<file path="src/rtl/fifo_word_packer_if.sv">
// Handshake bundle between the show-ahead byte FIFO, the packer and the word consumer.
// The slave modport is the packer; the master modport is whatever surrounds it.
interface fifo_word_packer_if #(
    parameter int BYTE_SIZE      = 8,
    parameter int BYTES_PER_WORD = 4,
    parameter int CNT_W          = 3
);
    logic                                empty;
    logic [BYTE_SIZE-1:0]                rdata;
    logic                                rreq;
    logic                                out_valid;
    logic                                out_ready;
    logic [BYTE_SIZE*BYTES_PER_WORD-1:0] out_data;
    logic [CNT_W-1:0]                    out_count;

    modport master (
        output empty, rdata, out_ready,
        input  rreq, out_valid, out_data, out_count
    );

    modport slave (
        input  empty, rdata, out_ready,
        output rreq, out_valid, out_data, out_count
    );
endinterface

</file>
<file path="src/rtl/fifo_word_packer.sv">
// Pops bytes from a show-ahead FIFO and packs BYTES_PER_WORD of them (first byte in lane 0)
// into a word on a valid/ready port; flush pushes out a partial word with its lane count.
module fifo_word_packer #(
    parameter int BYTE_SIZE      = 8,
    parameter int BYTES_PER_WORD = 4,
    parameter int CNT_W          = 3
) (
    input  logic              clock,
    input  logic              reset_n,
    input  logic              flush,
    output logic              busy,
    fifo_word_packer_if.slave bus
);
    localparam int              N    = BYTES_PER_WORD;
    localparam logic [CNT_W-1:0] LAST = CNT_W'(N - 1);
    localparam logic [CNT_W-1:0] FULL = CNT_W'(N);

    typedef logic [N-1:0][BYTE_SIZE-1:0] word_t;

    word_t            acc_q, acc_d;
    logic [CNT_W-1:0] acc_cnt_q, acc_cnt_d;
    word_t            out_data_q, out_data_d;
    logic [CNT_W-1:0] out_count_q, out_count_d;
    logic             out_valid_q, out_valid_d;

    logic  slot_free;
    logic  last_lane;
    logic  pop;
    word_t full_word;
    word_t part_word;

    assign slot_free = !out_valid_q || bus.out_ready;
    assign last_lane = (acc_cnt_q == LAST);
    // Only the last lane needs a free output slot; earlier lanes keep filling under back-pressure.
    assign pop = reset_n && !bus.empty && !flush && (!last_lane || slot_free);

    always_comb begin
        full_word        = acc_q;
        full_word[N-1]   = bus.rdata;
        part_word        = '0;
        for (int k = 0; k < N; k++) begin
            if (CNT_W'(k) < acc_cnt_q) part_word[k] = acc_q[k];
        end
    end

    always_comb begin
        acc_d       = acc_q;
        acc_cnt_d   = acc_cnt_q;
        out_data_d  = out_data_q;
        out_count_d = out_count_q;
        out_valid_d = out_valid_q;

        if (out_valid_q && bus.out_ready) out_valid_d = 1'b0;

        if (pop) begin
            if (last_lane) begin
                out_data_d  = full_word;
                out_count_d = FULL;
                out_valid_d = 1'b1;
                acc_d       = '0;
                acc_cnt_d   = '0;
            end else begin
                for (int k = 0; k < N; k++) begin
                    if (CNT_W'(k) == acc_cnt_q) acc_d[k] = bus.rdata;
                end
                acc_cnt_d = acc_cnt_q + 1'b1;
            end
        end else if (flush && acc_cnt_q != '0 && slot_free) begin
            out_data_d  = part_word;
            out_count_d = acc_cnt_q;
            out_valid_d = 1'b1;
            acc_d       = '0;
            acc_cnt_d   = '0;
        end
    end

    always_ff @(posedge clock or negedge reset_n) begin
        if (!reset_n) begin
            acc_q       <= '0;
            acc_cnt_q   <= '0;
            out_data_q  <= '0;
            out_count_q <= '0;
            out_valid_q <= 1'b0;
        end else begin
            acc_q       <= acc_d;
            acc_cnt_q   <= acc_cnt_d;
            out_data_q  <= out_data_d;
            out_count_q <= out_count_d;
            out_valid_q <= out_valid_d;
        end
    end

    assign bus.rreq      = pop;
    assign bus.out_valid = out_valid_q;
    assign bus.out_data  = out_data_q;
    assign bus.out_count = out_count_q;
    assign busy          = (acc_cnt_q != '0) || out_valid_q;
endmodule

</file>
<file path="src/flat_wrapper.sv">
// flat-port wrapper written by rule: the top's interface ports become plain ports
module fifo_word_packer_flat 
#(
    parameter int BYTE_SIZE      = 8,
    parameter int BYTES_PER_WORD = 4,
    parameter int CNT_W          = 3
)
  (clock, reset_n, flush, busy, bus_empty, bus_rdata, bus_out_ready, bus_rreq, bus_out_valid, bus_out_data, bus_out_count);
  fifo_word_packer_if #(.BYTE_SIZE(BYTE_SIZE), .BYTES_PER_WORD(BYTES_PER_WORD), .CNT_W(CNT_W)) bus_i ();
  input  logic clock;
  input  logic reset_n;
  input  logic flush;
  output logic busy;
  input wire logic [$bits(bus_i.empty)-1:0] bus_empty;
  input wire logic [$bits(bus_i.rdata)-1:0] bus_rdata;
  input wire logic [$bits(bus_i.out_ready)-1:0] bus_out_ready;
  output wire logic [$bits(bus_i.rreq)-1:0] bus_rreq;
  output wire logic [$bits(bus_i.out_valid)-1:0] bus_out_valid;
  output wire logic [$bits(bus_i.out_data)-1:0] bus_out_data;
  output wire logic [$bits(bus_i.out_count)-1:0] bus_out_count;
  assign bus_i.empty = bus_empty;
  assign bus_i.rdata = bus_rdata;
  assign bus_i.out_ready = bus_out_ready;
  assign bus_rreq = bus_i.rreq;
  assign bus_out_valid = bus_i.out_valid;
  assign bus_out_data = bus_i.out_data;
  assign bus_out_count = bus_i.out_count;
  fifo_word_packer #(.BYTE_SIZE(BYTE_SIZE), .BYTES_PER_WORD(BYTES_PER_WORD), .CNT_W(CNT_W)) u_core (.clock(clock), .reset_n(reset_n), .flush(flush), .busy(busy), .bus(bus_i));
endmodule
</file>
<file path="config.mk">
export PLATFORM = sky130hd
export DESIGN_NAME = fifo_word_packer_flat
export DESIGN_NICKNAME = d
export VERILOG_FILES = /design/src/rtl/fifo_word_packer_if.sv /design/src/rtl/fifo_word_packer.sv /design/src/flat_wrapper.sv
export SDC_FILE = /design/constraint.sdc
export NUM_CORES = 1
export LEC_CHECK = 0
export ABC_AREA = 1
export CAP_MARGIN = 15
export CORE_MARGIN = 2
export CORE_UTILIZATION = 38
export DETAILED_ROUTE_END_ITERATION = 16
export PLACE_DENSITY = 0.59
export SYNTH_ARGS = -nofsm -noshare
export SYNTH_HDL_FRONTEND = slang
export SYNTH_SLANG_ARGS = --single-unit
export TNS_END_PERCENT = 10
</file>
<file path="constraint.sdc">
create_clock -name clock -period 2.1 [get_ports clock]
set_input_delay 0.315 -clock clock [delete_from_list [all_inputs] [get_ports clock]]
set_output_delay 0.315 -clock clock [all_outputs]
set_load 0.01 [all_outputs]
</file>
==> results by group, run 1 <==
STA
  – Hold slack: 158 ps
  – Period utilization: 96.1%
  – Final Hold Viols: 0
  – Clock Skew: 6.50 ps
  – Unrepaired setup endpoints after global routing: no
  – Tmin final: 2020 ps
  – Final Max Tran Viols: 0
  – Max-slew headroom: 45.9%
  – Fmax: 0.496 GHz
  – Setup TNS: 0 ps
  – Final setup margin: 82.5 ps
  – Setup-failing EPs final: 0
  – Worst slew pin tran: 811 ps

Yosys
  – Synth unique cells: 21
  – Synth Register Bits: 63
  – Syn Inst Count: 313
  – Sequential-to-total area share from yosys stat: 56.0%
  – Yosys warnings: 0
  – Synth Cell Area: 0.00282 mm^2
  – Avg Inst Size Synth: 9.00 um^2
  – Net Count, Synth: 328

Cells and area
  – Area grow syn2layout: 28.9%
  – Share of cells above drive strength 1: 12.2%
  – Final non-filler cell total: 476
  – Antenna cells: 0
  – Most frequent cells in the layout: nand3_1, nand2_1, dfrtp_1
  – Final nets: 387
  – Commonest non-fill, non-tap cell in the layout: nand3_1

Setup path
  – Critical path arrival: 1700 ps
  – Crit path capture type: output port
  – Crit-path slowest cell: clkdlybuf4s50_1
  – Critical path depth: 5
  – Critical Path Max Stage Delay: 470 ps
  – Cell family with most CP delay: buffers and inverters
  – Critical-path cell list: nor2_2 -> nand3_2 -> nand2_1 -> inv_2 -> clkdlybuf4s50_1
  – Worst EP required: 1780 ps
  – Critical path class: flop to output port
  – Buf/Inv on CP: 2
  – R2R cell count: 7
  – CP max FO: 5
  – Worst Setup Start Kind: flop

Detailed routing
  – DRC errors left: 0
  – Post-route ant nets: 0
  – Detailed Route Iter0 Violations: 157
  – Final WL: 6.99 mm
  – TritonRoute pass-1 iters: 4
  – Routed length per instance: 14.7 um
  – Total number of vias: 2,383
  – Drt via density: 5.01

Floorplan
  – Initial Utilization: 39.1%
  – # rows: 31
  – Die area: 0.00812 mm^2
  – Ports: 51
  – Die X: 90.1 um
  – Core box area: 0.00721 mm^2
  – Die H: 90.1 um

Clock network
  – CTS Buf Count: 9
  – CTS max path bufs: 2
  – CTS Hold Bufs: 0
  – Post-CTS setup buffers: 0
  – Clock sinks: 63
  – Clock latency on the worst-skew pair: 340 ps
  – CTS tree: done
  – Clk root buf: clkbuf_8
  – Clk slew on worst S/H paths: 70 ps
  – H-tree depth: 3

Run
  – MaxCap Viol Count: 0

Power and ir drop
  – Peak VDD IR: 459 uV
  – PwrDens: 1190 mW/mm^2
  – Switching Power: 1.54 mW
  – Sw Ratio: 35.8%
  – Reg power frac: 39.5%
  – Internal power component: 2.77 mW
  – LEAKAGE: 1.91 nW
  – Gate power share: 34.4%
  – Total power: 4.31 mW
  – Clock share of power: 26.2%

Place
  – # port buffers: 50
  – Post-Place Cells: 460
  – Place WS: 117 ps
  – Placer Congestion: 0.807
  – Detailed-placement wirelength estimate: 4.54 mm

Min path
  – Hold Path Class: primary input to asynchronous set/reset pin

GRT
  – Largest net degree at the start of global routing: 64
  – Overall Global Routing Usage: 18.6%
  – Grt ovf: 0
  – First-pass GRT wire length: 12.0 mm
  – Vias in the first global route: 2,315
  – Initial antenna violation count: 0

Run status
  – Outcome: completed
-- area by class of cell --
cell class	instances	area, um^2
fill	716	3580
clock inverter	4	70.1
timing repair buffer	61	578
inverter	16	62.6
multi-input combinational	221	1080
clock buffer	12	135
tap	99	124
sequential	63	1580
-- layer usage --
metal	GRT usage, %	up-vias	part of all wire [%]
li1	-	1164	-
met1	28.1	1156	49
met2	25.9	53	45
met3	4.11	10	4.7
met4	7.44	0	1.7
met5	0	-	0
-- path summary, 6_finish.rpt --
kind	from	to	slack, ps
max	u_core.acc_cnt_q[2]	bus_rreq	80
min	reset_n	u_core.bus.out_data[25]	160
min reg2reg	u_core.acc_q[23]	u_core.bus.out_data[23]	500
max in group asynchronous	reset_n	u_core.acc_cnt_q[1]	1320
max reg2reg	u_core.acc_cnt_q[1]	u_core.acc_cnt_q[1]	350
min in group clock	u_core.acc_q[23]	u_core.bus.out_data[23]	500
-- cells by family after synthesis --
kind of cell             synth area share, %
buffers and inverters                   5.73
AO/OA/AOI/OAI                           1.15
XOR/XNOR                               0.311
flip-flops                              56.0
adder cells (fa/ha/maj)                0.888
AND/OR/NAND/NOR                         36.0
-- flip-flops by register name (all words and copies together), names as in the netlist --
signal,count
u_core.bus.out_data,32
u_core.acc_q,24
u_core.acc_cnt_q,3
u_core.bus.out_count,3
u_core.bus.out_valid,1
-- what timing repair did --
| action | CTS | global route |
|---|---|---|
| endpoints found under the setup margin | 2 | 2 |
| cloned | 0 | 0 |
| resized for setup | 2 | 3 |
| hold endpoints to repair | 0 | 0 |
-- stage by stage --
step                      utilization [%]  cell area, um^2
after floorplan                         -             2820
after global placement               47.4             3420
after detailed placement             47.4             3420
after CTS                            50.3             3630
after global routing                 50.3             3630
final                                50.3             3630
-- worst register-to-register path, cell delays in order (launching register included) --
cell	delay, ps
dfrtp_2	450
inv_2	130
ha_1	190
nand2_2	90
nand3_4	220
buf_4	320
nand2_1	100
o21ai_0	160
-- power groups by stage --
stage | Combinational, mW | Sequential, mW | Clock, mW
finish | 1.48 | 1.70 | 1.13
global route | 1.65 | 1.74 | 1.20
CTS | 1.49 | 1.69 | 1.14
detailed placement | 1.48 | 1.71 | 0
global placement | 1.47 | 1.71 | 0
floorplan | 0.882 | 1.75 | 0
-- synthesized netlist by cell type, drive strengths merged --
cell	number	share of area, %
dfrtp	63	56
nand4	1	0.22
xnor2	1	0.31
ha	2	0.89
o211ai	1	0.27
nand3	106	20
nor2	9	1.3
inv	16	2.1
nand2	96	14
clkbuf	3	0.40
o21ai	5	0.89
buf	10	3.2
(Power assumes the default switching activity.)
==> run 2: changes to the inputs <==
--- a/config.mk
+++ b/config.mk
@@ -6,6 +6,7 @@
 export NUM_CORES = 1
 export LEC_CHECK = 0
 export ABC_AREA = 1
+export ABC_CLOCK_PERIOD_IN_PS = 2100
 export CAP_MARGIN = 15
 export CORE_MARGIN = 2
 export CORE_UTILIZATION = 38
==> results of run 2 <==
No change in the layout: final DEF, timing and power equal those of run 1.
